===== src/rtl/minmax_scanner_pkg.sv =====
// Shared types and compare helper for the min/max scanner family.
// Contents:
//   CMP_W          - widest data word the compare helper accepts
//   minmax_state_t - scanner FSM states
//   is_better()    - decides whether a new word replaces the held extreme
package minmax_pkg;

    localparam int unsigned CMP_W = 64;

    typedef enum logic [1:0] {
        ST_IDLE  = 2'd0,
        ST_READ  = 2'd1,
        ST_DRAIN = 2'd2,
        ST_DONE  = 2'd3
    } minmax_state_t;

    // Callers must extend both operands to CMP_W first: sign-extend in signed
    // mode, zero-extend otherwise. Ties win only when tie_last is set.
    function automatic logic is_better(
        input logic [CMP_W-1:0] a,
        input logic [CMP_W-1:0] b,
        input logic             signed_cmp,
        input logic             find_max,
        input logic             tie_last
    );
        logic lt;
        logic eq;
        logic res;
        eq = (a == b);
        lt = signed_cmp ? ($signed(a) < $signed(b)) : (a < b);
        if (find_max) begin
            res = tie_last ? !lt : (!lt && !eq);
        end else begin
            res = tie_last ? (lt || eq) : lt;
        end
        return res;
    endfunction

endpackage


===== src/rtl/minmax_scanner_if.sv =====
// Controller/memory-facing bundle of the min/max scanner.
// master: controller + data RAM side (drives Start, scan setup and Read_Data)
// slave : scanner side (drives memory strobe/address, status and results)
interface minmax_scanner_if #(
    parameter int unsigned DATA_W = 16,
    parameter int unsigned ADDR_W = 8
) ();

    logic              Start;
    logic              Signed_Cmp;
    logic [ADDR_W-1:0] Base_Addr;
    logic [ADDR_W:0]   Length;
    logic              Mem_Rd_En;
    logic [ADDR_W-1:0] Mem_Addr;
    logic [DATA_W-1:0] Read_Data;
    logic              Busy;
    logic              Done;
    logic              Empty;
    logic [DATA_W-1:0] Result_Data;
    logic [ADDR_W-1:0] Result_Addr;

    modport master (
        output Start, Signed_Cmp, Base_Addr, Length, Read_Data,
        input  Mem_Rd_En, Mem_Addr, Busy, Done, Empty, Result_Data, Result_Addr
    );

    modport slave (
        input  Start, Signed_Cmp, Base_Addr, Length, Read_Data,
        output Mem_Rd_En, Mem_Addr, Busy, Done, Empty, Result_Data, Result_Addr
    );

endinterface


===== src/rtl/minmax_scanner_cmp.sv =====
// Combinational extreme-value comparator (generalised single-word min compare).
// Ports:
//   New_Data    - incoming memory word
//   Held_Data   - currently held extreme
//   Signed_Cmp  - 1: two's-complement compare
//   Force_Load  - 1: first word of a scan, load unconditionally
//   Load_Result - 1: New_Data should replace Held_Data
module minmax_cmp #(
    parameter int unsigned DATA_W   = 16,
    parameter bit          FIND_MAX = 1'b0,
    parameter bit          TIE_LAST = 1'b0
) (
    input  logic [DATA_W-1:0] New_Data,
    input  logic [DATA_W-1:0] Held_Data,
    input  logic              Signed_Cmp,
    input  logic              Force_Load,
    output logic              Load_Result
);
    import minmax_pkg::*;

    logic [CMP_W-1:0] new_ext;
    logic [CMP_W-1:0] held_ext;

    // Extend to the helper's width so one function serves every DATA_W.
    always_comb begin
        if (Signed_Cmp) begin
            new_ext  = CMP_W'($signed(New_Data));
            held_ext = CMP_W'($signed(Held_Data));
        end else begin
            new_ext  = CMP_W'(New_Data);
            held_ext = CMP_W'(Held_Data);
        end
        Load_Result = Force_Load |
                      is_better(new_ext, held_ext, Signed_Cmp, FIND_MAX, TIE_LAST);
    end

endmodule


===== src/rtl/minmax_scanner.sv =====
// Sequential min/max scanner: streams Length words from a synchronous-read
// RAM starting at Base_Addr and tracks the extreme value and its address.
// Ports:
//   Clk - rising-edge clock
//   Rst - synchronous active-high reset
//   bus - minmax_scanner_if.slave (start/setup, memory read port, status, results)
module minmax_scanner #(
    parameter int unsigned DATA_W   = 16,
    parameter int unsigned ADDR_W   = 8,
    parameter bit          FIND_MAX = 1'b0,
    parameter bit          TIE_LAST = 1'b0
) (
    input  logic            Clk,
    input  logic            Rst,
    minmax_scanner_if.slave bus
);
    import minmax_pkg::*;

    localparam int unsigned LEN_W = ADDR_W + 1;

    minmax_state_t     state;
    minmax_state_t     next_state;
    logic [LEN_W-1:0]  remaining;
    logic [ADDR_W-1:0] rd_addr;
    logic              rd_valid;
    logic              first_pending;
    logic              signed_q;
    logic              last_read;
    logic              cmp_load;
    logic              load;
    logic              rd_en_nxt;
    logic              busy_nxt;
    logic              done_nxt;

    assign last_read = (remaining == LEN_W'(1));
    assign load      = rd_valid & cmp_load;

    // State register
    always_ff @(posedge Clk) begin
        if (Rst) begin
            state <= ST_IDLE;
        end else begin
            state <= next_state;
        end
    end

    // Next-state logic
    always_comb begin
        next_state = state;
        case (state)
            ST_IDLE: begin
                if (bus.Start) begin
                    next_state = (bus.Length == '0) ? ST_DONE : ST_READ;
                end
            end
            ST_READ: begin
                if (last_read) begin
                    next_state = ST_DRAIN;
                end
            end
            ST_DRAIN: next_state = ST_DONE;
            ST_DONE:  next_state = ST_IDLE;
            default:  next_state = ST_IDLE;
        endcase
    end

    // Output decode from next state, registered below so outputs track state
    always_comb begin
        rd_en_nxt = 1'b0;
        busy_nxt  = 1'b0;
        done_nxt  = 1'b0;
        case (next_state)
            ST_READ: begin
                rd_en_nxt = 1'b1;
                busy_nxt  = 1'b1;
            end
            ST_DRAIN: busy_nxt = 1'b1;
            ST_DONE:  done_nxt = 1'b1;
            default: ;
        endcase
    end

    // Registered control outputs
    always_ff @(posedge Clk) begin
        if (Rst) begin
            bus.Mem_Rd_En <= 1'b0;
            bus.Busy      <= 1'b0;
            bus.Done      <= 1'b0;
        end else begin
            bus.Mem_Rd_En <= rd_en_nxt;
            bus.Busy      <= busy_nxt;
            bus.Done      <= done_nxt;
        end
    end

    // Address/count counters, read-return tracking and result registers
    always_ff @(posedge Clk) begin
        if (Rst) begin
            bus.Mem_Addr    <= '0;
            bus.Empty       <= 1'b0;
            bus.Result_Data <= '0;
            bus.Result_Addr <= '0;
            remaining       <= '0;
            rd_addr         <= '0;
            rd_valid        <= 1'b0;
            first_pending   <= 1'b0;
            signed_q        <= 1'b0;
        end else begin
            // Read data returns one cycle after the strobe; keep its address alongside.
            rd_valid <= bus.Mem_Rd_En;
            rd_addr  <= bus.Mem_Addr;

            if (load) begin
                bus.Result_Data <= bus.Read_Data;
                bus.Result_Addr <= rd_addr;
                first_pending   <= 1'b0;
            end

            if (state == ST_IDLE && bus.Start) begin
                if (bus.Length == '0) begin
                    bus.Empty <= 1'b1;
                end else begin
                    bus.Empty     <= 1'b0;
                    bus.Mem_Addr  <= bus.Base_Addr;
                    remaining     <= bus.Length;
                    signed_q      <= bus.Signed_Cmp;
                    first_pending <= 1'b1;
                end
            end else if (state == ST_READ && !last_read) begin
                // Wraps modulo 2^ADDR_W by construction.
                bus.Mem_Addr <= bus.Mem_Addr + ADDR_W'(1);
                remaining    <= remaining - LEN_W'(1);
            end
        end
    end

    minmax_cmp #(
        .DATA_W   (DATA_W),
        .FIND_MAX (FIND_MAX),
        .TIE_LAST (TIE_LAST)
    ) u_cmp (
        .New_Data    (bus.Read_Data),
        .Held_Data   (bus.Result_Data),
        .Signed_Cmp  (signed_q),
        .Force_Load  (first_pending),
        .Load_Result (cmp_load)
    );

endmodule


===== src/flat_wrapper.sv =====
// flat-port wrapper written by rule: the top's interface ports become plain ports
module minmax_scanner_flat import minmax_pkg::*;
#(
    parameter int unsigned DATA_W   = 16,
    parameter int unsigned ADDR_W   = 8,
    parameter bit          FIND_MAX = 1'b0,
    parameter bit          TIE_LAST = 1'b0
)
  (Clk, Rst, bus_Start, bus_Signed_Cmp, bus_Base_Addr, bus_Length, bus_Read_Data, bus_Mem_Rd_En, bus_Mem_Addr, bus_Busy, bus_Done, bus_Empty, bus_Result_Data, bus_Result_Addr);
  minmax_scanner_if #(.DATA_W(DATA_W), .ADDR_W(ADDR_W)) bus_i ();
  input  logic Clk;
  input  logic Rst;
  input wire logic [$bits(bus_i.Start)-1:0] bus_Start;
  input wire logic [$bits(bus_i.Signed_Cmp)-1:0] bus_Signed_Cmp;
  input wire logic [$bits(bus_i.Base_Addr)-1:0] bus_Base_Addr;
  input wire logic [$bits(bus_i.Length)-1:0] bus_Length;
  input wire logic [$bits(bus_i.Read_Data)-1:0] bus_Read_Data;
  output wire logic [$bits(bus_i.Mem_Rd_En)-1:0] bus_Mem_Rd_En;
  output wire logic [$bits(bus_i.Mem_Addr)-1:0] bus_Mem_Addr;
  output wire logic [$bits(bus_i.Busy)-1:0] bus_Busy;
  output wire logic [$bits(bus_i.Done)-1:0] bus_Done;
  output wire logic [$bits(bus_i.Empty)-1:0] bus_Empty;
  output wire logic [$bits(bus_i.Result_Data)-1:0] bus_Result_Data;
  output wire logic [$bits(bus_i.Result_Addr)-1:0] bus_Result_Addr;
  assign bus_i.Start = bus_Start;
  assign bus_i.Signed_Cmp = bus_Signed_Cmp;
  assign bus_i.Base_Addr = bus_Base_Addr;
  assign bus_i.Length = bus_Length;
  assign bus_i.Read_Data = bus_Read_Data;
  assign bus_Mem_Rd_En = bus_i.Mem_Rd_En;
  assign bus_Mem_Addr = bus_i.Mem_Addr;
  assign bus_Busy = bus_i.Busy;
  assign bus_Done = bus_i.Done;
  assign bus_Empty = bus_i.Empty;
  assign bus_Result_Data = bus_i.Result_Data;
  assign bus_Result_Addr = bus_i.Result_Addr;
  minmax_scanner #(.DATA_W(DATA_W), .ADDR_W(ADDR_W), .FIND_MAX(FIND_MAX), .TIE_LAST(TIE_LAST)) u_core (.Clk(Clk), .Rst(Rst), .bus(bus_i));
endmodule

===== config.mk =====
export PLATFORM = sky130hd
export DESIGN_NAME = minmax_scanner_flat
export DESIGN_NICKNAME = d
export VERILOG_FILES = /design/src/rtl/minmax_scanner_pkg.sv /design/src/rtl/minmax_scanner_if.sv /design/src/rtl/minmax_scanner_cmp.sv /design/src/rtl/minmax_scanner.sv /design/src/flat_wrapper.sv
export SDC_FILE = /design/constraint.sdc
export NUM_CORES = 1
export LEC_CHECK = 0
export BUFFER_PORTS_ARGS = -buffer_cell sky130_fd_sc_hd__buf_2
export CAP_MARGIN = 20
export CORE_MARGIN = 1
export CORE_UTILIZATION = 45
export DETAILED_ROUTE_END_ITERATION = 12
export PLACE_DENSITY = 0.78
export SYNTH_ARGS = -nofsm -noshare
export SYNTH_HDL_FRONTEND = slang
export SYNTH_HIERARCHICAL = 1
export SYNTH_SLANG_ARGS = --single-unit

===== constraint.sdc =====
create_clock -name Clk -period 4.25 [get_ports Clk]
set_input_delay 0.85 -clock Clk [delete_from_list [all_inputs] [get_ports Clk]]
set_output_delay 0.85 -clock Clk [all_outputs]
set_load 0.1 [all_outputs]

==> results.toml <==
[logic_synthesis]
ys_warn_count = 6
synthCells = 350
synth_nets = 408
synth_edf_count = 0
async_flop_share_pct = 0
yosys.cell_types.count = 56
syn_area_mm2 = 0.00294
synth-main-ff-cell = "dfxtp_1"
ys_ff_latch = 58
yosysSeqAreaShare_pct = 39.5
avgSynthCellArea_um2 = 8.39

[floorplan]
die_height_um = 82.8
die_area_mm2 = 0.00685
core_mm2 = 0.00631
num_rows = 29
ios = 73
die_w_um = 82.8
start_util_pct = 46.5

[setup_path]
arrival_ns = 3.16
setup.worst_path.end_class = "flop"
critPathKind = "in2reg"
startpoint_type = "input pin"
crit_required_ns = 4.51
critPathMaxFanout = 24

[power_and_ir_drop]
powerDensity_mw_per_mm2 = 475
combPwrFrac_pct = 28.9
seq_power_share_pct = 38.1
clkPwrFrac_pct = 33.1
cellLeakagePower_nw = 1.45
swShare_pct = 36.5
p_switching_uw = 613
peakVddDrop_mv = 0.322
p_int_mw = 1.07

[detailed_routing]
wl_per_cell_um = 14.0
wirelength_um = 6960
first_pass_iters = 4
ant_nets = 0
routed_via_density = 5.51
drtIter0Drc = 140
drc = 0
vias = 2732

[placement]
dp_hpwl_um = 4960
gp_congestion = 0.907
port_buffers = 72
post-place-ws_ns = 1.02

[final_layout]
register_area_mm2 = 0.00116
multi_input_area_mm2 = 0.00161
drive_above_1_share_pct = 26.0
nNetsFinal = 472
syn_to_final_growth_pct = 20.5
antenna_cells = 0
fill_cells = 591

[grt]
grt_start_max_net_pins = 31
grt_pass1_vias = 2402
grt.total_usage_pct = 21.4
grt_overflow_total = 0
grt_pass1_wl_um = 10900
grt_antenna_before_repair = 0

[outcome]
status = "finished clean"

[timing]
max_slew_margin_pct = 42.7
worst_pin_slew_ns = 0.860
fin_skew_ns = 0.00634
setup_violations = 0
final.setup.tns_ns = 0
fmax_mhz = 345
slew_violations = 0
fin_ws_ns = 1.35
finalCritPeriodShare_pct = 68.2
rsz0062_at_grt = "false"
min_period_ns = 2.90
hold_violations = 0

[clocking]
cts.path.max_buffers = 2
clk_pin_slew_ns = 0.07
root_buffer = "clkbuf_8"
cts_tree = "built"
postCtsResizedCells = 0
holdBufCountCts = 0
numClockSinks = 58
h-tree-depth = 3
cts_buffers = 9
clkLatencyLatePin_ns = 0.33
post_cts_buffers = 0

[min_path]
hp-class = "reg2reg"

[run]
drv_cap = 0
## worst max-delay path, cell delays in order
cell and delay [ns]:
buf_2 0.11, ha_1 0.33, a21oi_1 0.18, nand2_1 0.07, a2111oi_1 0.39, a311o_1 0.23, and2_1 0.69, nand2_1 0.14
a21oi_1 0.15
## registers in the layout, indices dropped and copies added, names as in the netlist
name	cells
u_core/bus.Done	1
u_core/bus.Mem_Addr	8
u_core/bus.Busy	1
u_core/rd_valid	1
u_core/bus.Result_Addr	8
u_core/state	2
u_core/bus.Result_Data	16
u_core/rd_addr	8
u_core/bus.Empty	1
u_core/bus.Mem_Rd_En	1
u_core/remaining	9
u_core/first_pending	1
u_core/signed_q	1
## cell usage after synthesis (all sizes together), types with 2 or more instances
| master | number | share of area [%] |
|---|---|---|
| nand2b | 2 | 0.43 |
| ha | 21 | 8.9 |
| a21oi | 43 | 7.5 |
| o41ai | 2 | 0.85 |
| a22o | 3 | 0.89 |
| o32ai | 3 | 1.2 |
| o21ai | 5 | 0.85 |
| nor2 | 16 | 2.0 |
| nor3b | 3 | 0.77 |
| nand2 | 65 | 8.3 |
| nand4 | 3 | 0.85 |
| nand3 | 5 | 0.85 |
| o31ai | 9 | 3.5 |
| clkbuf | 14 | 1.8 |
| o311ai | 5 | 1.5 |
| nor3 | 8 | 1.5 |
| a31oi | 2 | 0.43 |
| dfxtp | 58 | 40 |
| or3 | 2 | 0.43 |
| buf | 7 | 1.3 |
| o211ai | 5 | 1.3 |
| nor2b | 12 | 2.6 |
| inv | 22 | 2.8 |
| nor4 | 4 | 0.85 |
| and2 | 6 | 1.4 |
| o2111ai | 4 | 1.2 |
| a31o | 3 | 1.2 |
## logic make-up (layout without fill, tap and decap cells)
kind of cell               count (synthesis)  count (layout)  synth area share (%)
xor gates and xnor gates                   1               1                 0.298
buffers and inverters                     43             112                  5.92
muxes                                      1               1                 0.341
adders and majority gates                 21              21                  8.95
AOI/OAI and AO/OA                         92              92                  22.6
and+or+nand+nor                          134             134                  22.4
DFF                                       58              58                  39.5
## power by group through the flow
stage / logic, mW / registers (mW) / clock network, mW
after floorplan: 0.247 / 0.788 / 0
after global placement: 0.473 / 0.649 / 0
after detailed placement: 0.483 / 0.651 / 0
after CTS: 0.484 / 0.639 / 0.571
after global routing: 0.525 / 0.648 / 0.595
final: 0.485 / 0.639 / 0.556
## area by class of cell
class	count	area share, %
multi-input combinational	249	45.4
sequential	58	32.8
timing repair buffer	74	10.6
clock buffer	9	3.50
tap	77	2.72
clock inverter	7	2.65
inverter	22	2.33
## path summary, 6_finish.rpt
check | to | depth (start not counted) | slack (ns) | start
worst max-delay path | u_core/bus.Result_Data[4] | 9 | 1.35 | bus_Read_Data[14]
worst min-delay path | u_core/bus.Result_Addr[6] | 2 | 0.43 | u_core/rd_addr[6]
worst max register to register | u_core/bus.Result_Data[4] | 9 | 1.59 | u_core/bus.Result_Data[14]
worst min register to register | u_core/bus.Result_Addr[6] | 2 | 0.43 | u_core/rd_addr[6]
## per-stage QoR
step	area (µm²)	hold WS [ns]	std cells	total power, mW	util, %
after floorplan	2940	0.417	350	1.04	-
after global placement	3320	0.422	480	1.12	52.6
final	3540	0.433	496	1.68	56.1
after global routing	3540	0.448	496	1.77	56.1
after CTS	3540	0.427	496	1.69	56.1
after detailed placement	3320	0.426	480	1.13	52.6
## layout by cell type (no fill, tap or decap), types with 3 or more instances in the layout
| cell | synthesis | routed |
|---|---|---|
| nor2b_1 | 12 | 12 |
| nand2_1 | 65 | 65 |
| o2111ai_1 | 4 | 4 |
| buf_2 | 4 | 72 |
| ha_1 | 21 | 21 |
| nor4_1 | 4 | 4 |
| nand3_1 | 5 | 5 |
| o21ai_0 | 5 | 5 |
| o211ai_1 | 5 | 5 |
| nor3_1 | 7 | 7 |
| o311ai_0 | 4 | 4 |
| o31ai_2 | 7 | 7 |
| nor2_1 | 16 | 16 |
| a22o_1 | 3 | 3 |
| a21oi_1 | 42 | 42 |
| inv_1 | 22 | 22 |
| and2_1 | 5 | 5 |
| clkbuf_8 | 0 | 9 |
| dfxtp_1 | 58 | 58 |
## per-layer routing
layer	wire, µm	up-vias	track usage, %
li1	-	1371	-
met1	3110	1262	26.6
met2	3290	89	34.3
met3	469	10	7.10
met4	80	0	7.59
met5	0	-	0
Note: power is estimated with default switching activity, not from simulation.
